[src/rtl/ap_ctrl_hs_driver.sv]
// Initiator for the HLS ap_ctrl_hs block handshake: one job in flight,
// result returned with start-to-done latency and a watchdog abort.
module ap_ctrl_hs_driver #(
    parameter int DATA_W  = 16,
    parameter int RES_W   = 16,
    parameter int LAT_W   = 16,
    parameter int CNT_W   = 32,
    parameter int TIMEOUT = 4096
) (
    input  logic              clock,
    input  logic              reset,
    input  logic              job_valid,
    output logic              job_ready,
    input  logic [DATA_W-1:0] job_data,
    output logic              res_valid,
    input  logic              res_ready,
    output logic [RES_W-1:0]  res_data,
    output logic [LAT_W-1:0]  res_latency,
    output logic              res_timeout,
    output logic              ap_start,
    input  logic              ap_ready,
    input  logic              ap_done,
    input  logic              ap_idle,
    output logic              ap_continue,
    output logic [DATA_W-1:0] ap_x,
    input  logic [RES_W-1:0]  ap_return,
    output logic              busy,
    output logic [CNT_W-1:0]  job_count
);

    typedef enum logic [1:0] {IDLE, START, WAIT, RESP} state_t;

    localparam logic [LAT_W-1:0] LAT_MAX = '1;
    localparam logic [LAT_W-1:0] TO_VAL  = LAT_W'(TIMEOUT);

    state_t           state;
    logic [LAT_W-1:0] lat;
    logic [LAT_W-1:0] lat_nx;
    logic             run;
    logic             wd_fire;
    logic             unused_idle;

    // ap_idle is status only; sequencing relies on ap_ready/ap_done
    assign unused_idle = ap_idle;

    assign run     = (state == START) || (state == WAIT);
    assign lat_nx  = (lat == LAT_MAX) ? lat : lat + LAT_W'(1);
    assign wd_fire = (TIMEOUT != 0) && run && (lat == TO_VAL) && !ap_done;

    assign ap_continue = res_valid & res_ready;

    always_ff @(posedge clock) begin
        if (reset) begin
            state       <= IDLE;
            lat         <= '0;
            job_ready   <= 1'b1;
            res_valid   <= 1'b0;
            res_data    <= '0;
            res_latency <= '0;
            res_timeout <= 1'b0;
            ap_start    <= 1'b0;
            ap_x        <= '0;
            busy        <= 1'b0;
            job_count   <= '0;
        end else begin
            unique case (state)
                IDLE: begin
                    if (job_valid) begin
                        state     <= START;
                        ap_x      <= job_data;
                        lat       <= LAT_W'(1);
                        ap_start  <= 1'b1;
                        job_ready <= 1'b0;
                        busy      <= 1'b1;
                    end
                end
                START, WAIT: begin
                    lat <= lat_nx;
                    if (ap_done) begin
                        state       <= RESP;
                        res_data    <= ap_return;
                        res_latency <= lat;
                        res_timeout <= 1'b0;
                        res_valid   <= 1'b1;
                        ap_start    <= 1'b0;
                    end else if (wd_fire) begin
                        state       <= RESP;
                        res_data    <= '0;
                        res_latency <= TO_VAL;
                        res_timeout <= 1'b1;
                        res_valid   <= 1'b1;
                        ap_start    <= 1'b0;
                    end else if (state == START && ap_ready) begin
                        state    <= WAIT;
                        ap_start <= 1'b0;
                    end
                end
                RESP: begin
                    if (res_ready) begin
                        state       <= IDLE;
                        job_count   <= job_count + CNT_W'(1);
                        res_valid   <= 1'b0;
                        res_timeout <= 1'b0;
                        job_ready   <= 1'b1;
                        busy        <= 1'b0;
                    end
                end
                default: state <= IDLE;
            endcase
        end
    end

endmodule
[config.mk]
export PLATFORM = sky130hd
export DESIGN_NAME = ap_ctrl_hs_driver
export DESIGN_NICKNAME = d
export VERILOG_FILES = /design/src/rtl/ap_ctrl_hs_driver.sv
export SDC_FILE = /design/constraint.sdc
export NUM_CORES = 1
export LEC_CHECK = 0
export BUFFER_PORTS_ARGS = -buffer_cell sky130_fd_sc_hd__buf_2
export CAP_MARGIN = 10
export CORE_MARGIN = 5
export CORE_UTILIZATION = 53
export DETAILED_ROUTE_END_ITERATION = 6
export PLACE_DENSITY = 0.8
export RECOVER_POWER = 50
export SYNTH_ARGS = -nofsm -noshare
export SYNTH_HDL_FRONTEND = slang
export SYNTH_SLANG_ARGS = --single-unit
[constraint.sdc]
create_clock -name clock -period 2.3 [get_ports clock]
set_input_delay 0.46 -clock clock [delete_from_list [all_inputs] [get_ports clock]]
set_output_delay 0.46 -clock clock [all_outputs]
set_load 0.1 [all_outputs]
# ---- Word-level counts from Yosys, hierarchy flattened
# Index checks and enable logic that the tools add are counted.
# W data, S select, Z words.
dict set report totals {
  register_bits 103
  in_bits 39
  out_inout_bits 86
  wordCells 71
}
dict set report classes {
  add_sub_neg 2
  n_eq_ne 10
  muxes 28
  n_bitwise 1
  n_reduce_logical 19
}
# operator n
set ops {}
lappend ops {{$mux W16} 6}
lappend ops {{$add A32 B1 Y32 const B} 1}
lappend ops {{$pmux W16 S2} 1}
lappend ops {{$add A16 B1 Y16 const B} 1}
lappend ops {{$eq A16 B13 Y1 const B} 1}
lappend ops {{$eq A16 B16 Y1 const B} 1}
lappend ops {{$reduce_and A3 Y1} 5}
lappend ops {{$mux W1} 10}
lappend ops {{$mux W2} 5}
lappend ops {{$pmux W1 S2} 5}
lappend ops {{$reduce_bool A2 Y1} 4}
lappend ops {{$ne A2 B2 Y1 const B} 3}
lappend ops {{$pmux W2 S3} 1}
lappend ops {{$reduce_and A2 Y1} 3}
lappend ops {{$eq A2 B2 Y1 const B} 2}
lappend ops {{$ne A4 B4 Y1 const B} 1}
lappend ops {{$logic_and A1 B1 Y1} 3}
lappend ops {{$ne A3 B3 Y1 const B} 1}
lappend ops {{$eq A2 B1 Y1 const B} 1}
lappend ops {{$logic_not A2 Y1} 1}
lappend ops {{$reduce_or A2 Y1} 1}
lappend ops {{$and A1 B1 Y1} 1}
lappend ops {{$logic_not A1 Y1} 1}
lappend ops {{$logic_or A1 B1 Y1} 1}

# ---- Longest topological paths before layout
dict set report logic_depth {
  depth_word 7
  depth_mapped 8
  depth_no_buf 6
}

# ---- Worst setup path after synthesis
# Ideal clock, no wire load.
dict set report synth_timing {
  kind {register -> register}
  from {register job_count[15]}
  to {register job_count[27]}
  setup_time_ps 123
  t_arrival_ps 2249
  slack_ps -73
  stages_incl_launch_ff 5
  n_path_buf 0
  period_less_slack_ps 2373
  path_cell_list {dfxtp_1 -> and4_1 -> nand4_2 -> nor4_1 -> mux2_1}
}
dict set report synth_between {
  elab_chain_len 1
}
# item line_no
set synth_lines {}
lappend synth_lines {{start, declared} 28} ;# output logic [CNT_W-1:0] job_count
lappend synth_lines {{start signal, assigned} 101} ;# job_count <= job_count + CNT_W'(1);
lappend synth_lines {{$add A32 B1 Y32} 101}
# Every way passes these cells.
# A chain may end at the register's enable or synchronous reset.

# ---- Worst setup path in the final report
dict set report layout_timing {
  from {register state[0]}
  to {register res_data[1]}
}
dict set report layout_between {
  elab_chain_len 6
  word_cells_on_any_way 8
}
# item line_no
set layout_lines {}
lappend layout_lines {{start, declared} 36} ;# state_t state;
lappend layout_lines {{start signal, assigned} 54} ;# state <= IDLE;
lappend layout_lines {{start signal, assigned} 69} ;# state <= START;
lappend layout_lines {{start signal, assigned} 80} ;# state <= RESP;
lappend layout_lines {{$eq A2 B1 Y1 / $eq A2 B2 Y1 (equally long branches)} {46, 66}}
lappend layout_lines {{$logic_or A1 B1 Y1} 46} ;# assign run = (state == START) || (state == WAIT);
lappend layout_lines {{$logic_and A1 B1 Y1 (2 in a row)} 48} ;# assign wd_fire = (TIMEOUT != 0) && run && (lat == TO_VAL) && !ap_done;
lappend layout_lines {{$reduce_bool A2 Y1 (no line)} -}
lappend layout_lines {{$reduce_and A2 Y1 (no line) (*)} -}
lappend layout_lines {{end signal, assigned} 81} ;# res_data <= ap_return;
lappend layout_lines {{end, declared} 17} ;# output logic [RES_W-1:0] res_data,
# Every way passes the cells marked *; elsewhere a longest branch is shown, timed or not.

==> results.yml <==
status:
  status: "complete, no violations"
die:
  die_y_um: 103.9
  die_x_um: 103.9
  rows: 34
  dieArea_mm2: 0.01080
  core_area_mm2: 0.008678
  num_io_pins: 125
  initial_core_util: 0.5386
yosys:
  synth_top_family_by_area: "simple AND/OR/NAND/NOR gates"
  syn-num-nets: 559
  synth_mux_area_frac: 0.04283
  async_flop_share: 0
  synth-xor-area-share: 0.02248
  ys_top_cells_by_area: "dfxtp_1 44%, a22o_1 5.8%, nand2_1 5.1%, a21oi_1 4.0%, nor2_1 2.4%"
  ys_types: 67
  synth_compound_area_frac: 0.1954
  synth_top_area_cell: "dfxtp_1"
  synth_seq_cells: 103
  synth_seq_area_share: 0.4411
  netlist_area_mm2: 0.004674
  synth_top_area_frac: 0.4411
  postSynthCellCount: 512
  synth-simple-area-share: 0.2232
  syn_avg_cell_area_um2: 9.130
  synth_edf_count: 0
  yosysWarnings: 0
  ys.flop_type: "dfxtp_1"
  synth_fa_ha_area_frac: 0.02141
worst_setup_path:
  worstPathMaxFanout: 15
  cp-start-kind: "flop"
  cp_slowest_cell: "a21oi_2"
  cp-startpoint: "state[0]"
  path_class: "flop to flop"
  critPathBufInv: 1
  crit_arrival_ns: 2.53
  endpoint_kind: "flop"
  slowest_delay_ns: 0.59
  r2r-start: "state[0]"
  crit_chain: "inv_1 > ha_1 > nor4b_2 > a41o_2 > a21oi_2 > a22o_1"
  crit_family: "compound AO/OA/AOI/OAI gates"
  cp_data_required_time_ns: 2.61
final_layout:
  area_delta_synth_final_pct: 18.47
  diodes: 0
  final_cells: 738
  final_core_util: 0.6381
  drive_above_1_share: 0.2714
  nets: 672
timing:
  min_period_ns: 2.214
  hold_violations: 0
  finalClockSkew_ns: 0.01187
  slew_violations: 0
  setup_tns_ns: 0
  maxSlewHeadroom: 0.2067
  final.period_utilization: 0.9628
  finalWorstSetupSlack_ns: 0.08556
  fmax_mhz: 451.6
  tightest_slew_ns: 1.195
  rsz0062_at_grt: "true"
  setup_viol: 0
clock_tree:
  cts_buffer_depth: 2
  cts_hold_buf: 0
  cts_tree: "built"
  cts_setup_buffers: 0
  clock-sinks: 103
  cts-resized-gates: 0
  clkTransAtPathRegs_ns: 0.11
  cts.htree.levels: 3
  clk_latency_ns: 0.37
  cts_root_buffer: "clkbuf_8"
  numCtsBuffers: 9
detailed_routing:
  drc: 0
  drt_iter0_drc: 257
  avgRoutedWirePerCell_um: 15.52
  via_count: 4318
  post_drt_via_cell_ratio: 5.851
  ant_nets: 0
  wl_um: 11450
  first_pass_iters: 5
power_and_ir_drop:
  p_switching_mw: 2.601
  ir_worst_vdd_v: 0.0004204
  fin_total_pwr_mw: 5.460
  p_per_area_mw_per_mm2: 986.0
  p_seq_frac: 0.383
  p_leak_nw: 2.258
  p_int_mw: 2.859
  switching_share: 0.4763
  pwr-share-clk: 0.200
  pwr-share-comb: 0.417
place:
  place_congestion: 0.9721
  place_inst: 721
  portBuffers: 123
  hpwl_um: 8192
  preCtsSetupSlack_ns: 0.06589
grt:
  grt_pass1_vias: 3920
  grt_util_all_layers: 0.1998
  grt_max_degree: 58
  grt_pass1_wl_um: 18540
  antenna_found_initial: 0
  grt.overflow.total: 0
worst_hold_path:
  hold_path_startpoint: "ap_return[7]"
  hp-class: "primary input to flop"
run:
  drv_cap: 0
## power by group through the flow
stage | logic [mW] | registers (mW) | clock network [mW]
finish | 2.28 | 2.09 | 1.09
global route | 2.38 | 2.11 | 1.20
CTS | 2.28 | 2.09 | 1.12
detailed placement | 2.27 | 2.13 | 0
global placement | 2.25 | 2.12 | 0
floorplan | 0.736 | 3.27 | 0
## layer usage
| layer | up-vias | wire (um) | GRT usage |
|---|---|---|---|
| met3 | 17 | 923 | 0.06456 |
| li1 | 2111 | - | - |
| met2 | 164 | 5251 | 0.3197 |
| met1 | 2026 | 5097 | 0.2585 |
| met4 | 0 | 179 | 0.05643 |
| met5 | - | 0 | 0 |
## metrics by stage
step	instance area (um2)	hold WS, ns
floorplan	4690	0.4831
global placement	5369	0.4390
detailed placement	5369	0.4442
CTS	5557	0.2773
global route	5538	0.2778
finish	5538	0.2958
## registers in the layout, summed over array words and instances (netlist names)
name and cells:
busy 1, res_latency 16, res_data 16, ap_x 16, res_valid 1, res_timeout 1
state 2, job_ready 1, lat 16, ap_start 1, job_count 32
## layout by cell type (no fill, tap or decap), types with 15 or more instances in the layout
cell type   n
o21ai_0    15
dfxtp_1    91
inv_1      17
a21oi_1    37
a22o_1     31
nand2_1    63
buf_2      52
clkbuf_2   50
clkbuf_1   18
nor2_1     28
## worst reg2reg max path, delay by kind of cell (launching register included)
kind,cells,cell delay (ns)
AO/OA/AOI/OAI,3,1.15
flip-flops,1,0.40
adder cells (fa/ha/maj),1,0.33
buffers and inverters,1,0.10
AND/OR/NAND/NOR,1,0.18
## synth_stat cells (6+ instances only)
| library cell | instances |
|---|---|
| ha_1 | 8 |
| nand3_1 | 14 |
| nor4_1 | 8 |
| nor2b_1 | 9 |
| or2_2 | 7 |
| clkbuf_1 | 12 |
| o41ai_1 | 7 |
| nor2_1 | 30 |
| xor2_1 | 8 |
| o311ai_0 | 8 |
| buf_2 | 10 |
| nand4_1 | 14 |
| nand2_1 | 63 |
| mux2_2 | 7 |
| o21ai_0 | 15 |
| nor3_1 | 7 |
| dfxtp_1 | 103 |
| inv_1 | 17 |
| a21oi_1 | 37 |
| and4_1 | 8 |
| and2_1 | 6 |
| a22o_1 | 31 |
## cell families after synthesis
| family | Yosys count |
|---|---|
| compound gates | 126 |
| mux | 18 |
| simple gates | 194 |
| buf+inv | 51 |
| fa+ha+maj | 8 |
| flops | 103 |
| xor+xnor | 12 |
## layout make-up
cell class                      instances  area (um2)
Sequential cell                       103        2077
Timing Repair Buffer                  135       696.9
Multi-Input combinational cell        359        2377
Fill cell                             767        3141
Clock inverter                          6       50.05
Tap cell                              108       135.1
Inverter                               17       63.81
Clock buffer                           10       137.6
## path summary, 6_finish.rpt
kind / to / slack, ns / cells past startpoint
min reg2reg: ap_x[9] / 0.46 / 2
max: res_data[1] / 0.09 / 6
max reg2reg: res_data[1] / 0.09 / 6
min: res_data[7] / 0.30 / 2
No activity file was read; power rests on OpenSTA's default activity.
